--- src/rtl/alu_arbiter.sv ---
// Round-robin two-requester front end for the shared 8-bit ALU.
// Runs one operation at a time and returns the result on a tagged response channel.
module alu_arbiter (
  input  logic       clk,
  input  logic       rst_n,
  input  logic       req0_valid,
  output logic       req0_ready,
  input  logic [7:0] req0_a,
  input  logic [7:0] req0_b,
  input  logic [3:0] req0_sel,
  input  logic       req1_valid,
  output logic       req1_ready,
  input  logic [7:0] req1_a,
  input  logic [7:0] req1_b,
  input  logic [3:0] req1_sel,
  output logic [7:0] alu_a,
  output logic [7:0] alu_b,
  output logic [3:0] alu_sel,
  input  logic [7:0] alu_out,
  input  logic [3:0] alu_flag,
  output logic       rsp_valid,
  input  logic       rsp_ready,
  output logic       rsp_id,
  output logic [7:0] rsp_out,
  output logic [3:0] rsp_flag,
  output logic       rsp_err,
  output logic [7:0] err_count
);

  localparam int unsigned DATA_W = 8;
  localparam int unsigned SEL_W  = 4;
  localparam int unsigned FLAG_W = 4;
  localparam int unsigned CNT_W  = 8;
  localparam logic [SEL_W-1:0] SEL_MAX = SEL_W'(4'hB);
  localparam logic [SEL_W-1:0] SEL_DIV = SEL_W'(4'h3);
  localparam logic [CNT_W-1:0] CNT_MAX = '1;

  typedef enum logic [1:0] {S_IDLE, S_EXEC, S_RESP} state_t;

  state_t              r_state;
  state_t              w_state_nxt;
  logic                w_accept;
  logic                w_grant;
  logic [DATA_W-1:0]   w_a;
  logic [DATA_W-1:0]   w_b;
  logic [SEL_W-1:0]    w_sel;
  logic                w_err;

  logic                r_last;
  logic                r_id;
  logic                r_err_pend;
  logic [DATA_W-1:0]   r_alu_a;
  logic [DATA_W-1:0]   r_alu_b;
  logic [SEL_W-1:0]    r_alu_sel;
  logic                r_rsp_valid;
  logic                r_rsp_id;
  logic [DATA_W-1:0]   r_rsp_out;
  logic [FLAG_W-1:0]   r_rsp_flag;
  logic                r_rsp_err;
  logic [CNT_W-1:0]    r_err_count;

  // State register
  always_ff @(posedge clk or negedge rst_n) begin
    if (!rst_n) r_state <= S_IDLE;
    else        r_state <= w_state_nxt;
  end

  // Next state, arbitration and ready; on a tie the requester not served last wins
  always_comb begin
    w_state_nxt = r_state;
    w_accept    = 1'b0;
    w_grant     = (req0_valid && req1_valid) ? ~r_last : req1_valid;
    req0_ready  = 1'b0;
    req1_ready  = 1'b0;
    case (r_state)
      S_IDLE: begin
        if (req0_valid || req1_valid) begin
          w_accept    = 1'b1;
          req0_ready  = ~w_grant;
          req1_ready  = w_grant;
          w_state_nxt = S_EXEC;
        end
      end
      S_EXEC:  w_state_nxt = S_RESP;
      S_RESP:  if (rsp_ready) w_state_nxt = S_IDLE;
      default: w_state_nxt = S_IDLE;
    endcase
  end

  assign w_a   = w_grant ? req1_a   : req0_a;
  assign w_b   = w_grant ? req1_b   : req0_b;
  assign w_sel = w_grant ? req1_sel : req0_sel;
  assign w_err = (w_sel > SEL_MAX) || ((w_sel == SEL_DIV) && (w_b == '0));

  // Operand load on accept, result capture in EXEC, response hold until taken
  always_ff @(posedge clk or negedge rst_n) begin
    if (!rst_n) begin
      r_last      <= 1'b1;
      r_id        <= 1'b0;
      r_err_pend  <= 1'b0;
      r_alu_a     <= '0;
      r_alu_b     <= '0;
      r_alu_sel   <= '0;
      r_rsp_valid <= 1'b0;
      r_rsp_id    <= 1'b0;
      r_rsp_out   <= '0;
      r_rsp_flag  <= '0;
      r_rsp_err   <= 1'b0;
      r_err_count <= '0;
    end else begin
      if (w_accept) begin
        r_alu_a    <= w_a;
        r_alu_b    <= w_b;
        r_alu_sel  <= w_sel;
        r_id       <= w_grant;
        r_last     <= w_grant;
        r_err_pend <= w_err;
      end
      if (r_state == S_EXEC) begin
        r_rsp_valid <= 1'b1;
        r_rsp_id    <= r_id;
        if (r_err_pend) begin
          r_rsp_out  <= '0;
          r_rsp_flag <= '0;
          r_rsp_err  <= 1'b1;
          if (r_err_count != CNT_MAX) r_err_count <= CNT_W'(r_err_count + 1'b1);
        end else begin
          r_rsp_out  <= alu_out;
          r_rsp_flag <= alu_flag;
          r_rsp_err  <= 1'b0;
        end
      end
      if ((r_state == S_RESP) && rsp_ready) r_rsp_valid <= 1'b0;
    end
  end

  assign alu_a     = r_alu_a;
  assign alu_b     = r_alu_b;
  assign alu_sel   = r_alu_sel;
  assign rsp_valid = r_rsp_valid;
  assign rsp_id    = r_rsp_id;
  assign rsp_out   = r_rsp_out;
  assign rsp_flag  = r_rsp_flag;
  assign rsp_err   = r_rsp_err;
  assign err_count = r_err_count;

endmodule

--- config.mk ---
export PLATFORM = sky130hd
export DESIGN_NAME = alu_arbiter
export DESIGN_NICKNAME = d
export VERILOG_FILES = /design/src/rtl/alu_arbiter.sv
export SDC_FILE = /design/constraint.sdc
export NUM_CORES = 1
export LEC_CHECK = 0
export BUFFER_PORTS_ARGS = -buffer_cell sky130_fd_sc_hd__buf_2
export CAP_MARGIN = 20
export CORE_MARGIN = 2
export CORE_UTILIZATION = 43
export CTS_CLUSTER_SIZE = 25
export DETAILED_ROUTE_END_ITERATION = 10
export PLACE_DENSITY_LB_ADDON = 0.08
export SYNTH_ARGS = -nofsm -noshare
export SYNTH_HDL_FRONTEND = slang
export SYNTH_SLANG_ARGS = --single-unit
--- constraint.sdc ---
create_clock -name clk -period 2.3 [get_ports clk]
set_input_delay 0.23 -clock clk [delete_from_list [all_inputs] [get_ports clk]]
set_output_delay 0.23 -clock clk [all_outputs]
set_load 0.01 [all_outputs]
==> results.md <==
* Status: completed
* Mapped Cells at 206
* Die H at 75.10 µm
* Seq/Total Area, Yosys at 0.5533
* Port Buf Inserts at 101
* Ys async rst share at 1.000
* DRC Markers at 0
* RSZ-0062 raised after global routing: no
* Number of routed nets with antenna violations at 0
* CTS resizes at 0
* Most Crowded Layer GR: met2
* Total power at 3.550 mW
* Initial Util at 0.4541
* Critical setup path kind: flip-flop to output pin
* Share of post-route cells with drive strength above 1 at 0.3935
* Crit Path Max Fanout at 5
* Slew @ Worst Pin at 0.7635 ns
* Setup bufs post-CTS at 0
* Vias per cell at 4.735
* Critical Path AT at 1.38 ns
* Tmin final at between 1.5 and 2 ns
* Fin Setup TNS at 0 ns
* Layout area overhead at 32.64%
* Most common cell after layout, fill and taps aside: buf_2
* Wire per inst at 12.58 µm
* Met2 GRT Util at 0.2817
* Core ar. at 4786 µm²
* Slew margin rel. at 0.4909
* Hold buffers post-CTS at 0
* Clock slew at reported path FFs at 0.09 ns
* Clk sinks at 48
* Max Slew Vio Count at 0
* H-tree Lvls at 2
* Synth unique cells at 30
* Most frequent cells in the layout: buf_2 (101), dfrtp_1 (47), nand2_1 (38)
* Most used DFF post-synth: dfrtp_1
* Gr usage total at 0.1747
* Initial antenna violation count at 0
* Gpl congestion at 0.7546
* Pin count of the biggest net entering global routing at a little under 50
* Fill cell instance count of the final layout at 424
* Clock Root Buffer: clkbuf_8
* Row count at 25
* Clock Latency Late Sink at 0.30 ns
* Hold slack at ~0.011 ns
* Post-synth EDFFs at 0
* Clock Skew at roughly 0.0078 ns
* FF-to-FF path depth at 3
* Mapped cell area at about 2200 µm²
* Fmax at 621.6 MHz
* Max Buffers Root-to-Sink at 2
* Final Cycle Share at 0.6994
* Peak VDD IR at 565.6 µV
* CP Launch Type: flip-flop
* M1 GR Usage at 0.2325
* DR vias at 1785
* Post-DP HPWL at 3512 µm
* Worst setup EP type: output pin
* Max-Cap Viols at 0
* DR pass1 iterations at 4
* Pleak at 1.505 nW
* Antenna Cells at 0
* Setup Viol. Count Final at 0
* Worst hold path type: input port to asynchronous set/reset pin
* Fin. Hold Viols at 0
* GRT overflow at 0
* Initial drt markers at 63
* CTS tree: yes
* Vias in the first global route at 1694
* M3 GR Usage at 0.04418
* Required @ worst endpoint at just over 2 ns
* Drt total wl at 4742 µm
* First-pass GRT wire length at 7576 µm
* Sequential cell area at 1202 µm²
* Syn_nets at about 260
* PwrDens at 1231 nW/µm²
* TritonCTS buffer count at 5
* Internal reg-to-reg setup slack at 0.76 ns
* Die X at about 75 µm
* Finished Core Util at 0.6024
* Nets at 367
* Avg Inst Size Synth at ~11 µm²
* Synth Register Bits at 48
* Syn. warnings at 0
* # IOs at 102
* Area of the multi-input gates at 924.6 µm²
* Die area at 5639 µm²
-- worst max-delay path: stages, from the launching register on --
cell and delay (ns):
dfstp_2 0.39, a21boi_2 0.28, and2_1 0.25, buf_2 0.16
-- cells in the mapped netlist, types with 3 or more instances --
cell	count	share of area
clkbuf_1	7	0.012
nand2_1	38	0.066
nor2_1	3	0.0052
nand2b_1	15	0.043
nand4_1	3	0.0086
o21ai_0	34	0.078
dfrtp_1	47	0.54
nor4b_1	4	0.016
and3_1	4	0.012
mux2i_1	20	0.092
xnor2_1	5	0.020
-- layout make-up --
type	instances	area share
sequential	48	0.4171
multi-input combinational	146	0.3207
timing repair buffer	106	0.1884
tap	67	0.02908
clock buffer	6	0.02865
clock inverter	2	0.01345
inverter	2	0.002604
-- flip-flops by register name, summed over array words and instances, names as in the netlist --
signal	count
err_count	8
rsp_id	1
rsp_err	1
rsp_valid	1
alu_a	8
alu_b	8
r_id	1
rsp_flag	4
r_last	1
rsp_out	8
r_err_pend	1
alu_sel	4
r_state	2
-- path summary, 6_finish.rpt --
kind | from | endpoint
worst min register to register | rsp_flag[0] | rsp_flag[0]
min in group clk | rsp_ready | r_state[1]
max in group asynchronous | rst_n | alu_b[6]
worst max register to register | r_err_pend | err_count[1]
worst max-delay path | r_last | req1_ready
worst min-delay path | rst_n | err_count[6]
-- report_power, final --
group | switching [mW] | internal, mW | leakage, nW
clock network | 0.290 | 0.356 | 0.0614
registers | 0.265 | 1.24 | 0.603
logic | 0.768 | 0.633 | 0.841
-- layer usage --
metal | vias to the layer above | routed length [µm]
li1 | 912 | -
met1 | 799 | 2117
met2 | 69 | 2207
met3 | 5 | 374
met4 | 0 | 43
met5 | - | 0
-- through the flow --
step           instances  worst slack, ns  instance area (µm²)
4_1_cts              377           0.6738                 2883
5_1_grt              377           0.5952                 2883
2_1_floorplan        206           0.8648                 2173
3_5_place_dp         369           0.7446                 2761
3_3_place_gp         369           0.7909                 2761
6_report             377           0.6913                 2883
-- logic make-up (layout without fill, tap and decap cells) --
group / after synthesis / after routing / synth area share
simple gates: 75 / 75 / 0.1756
flops: 48 / 48 / 0.5533
compound gates: 41 / 41 / 0.1100
mux: 22 / 22 / 0.1025
buf+inv: 12 / 116 / 0.02475
xor+xnor: 7 / 7 / 0.02821
fa+ha+maj: 1 / 1 / 0.005756
Note: power is estimated with default switching activity, not from simulation.
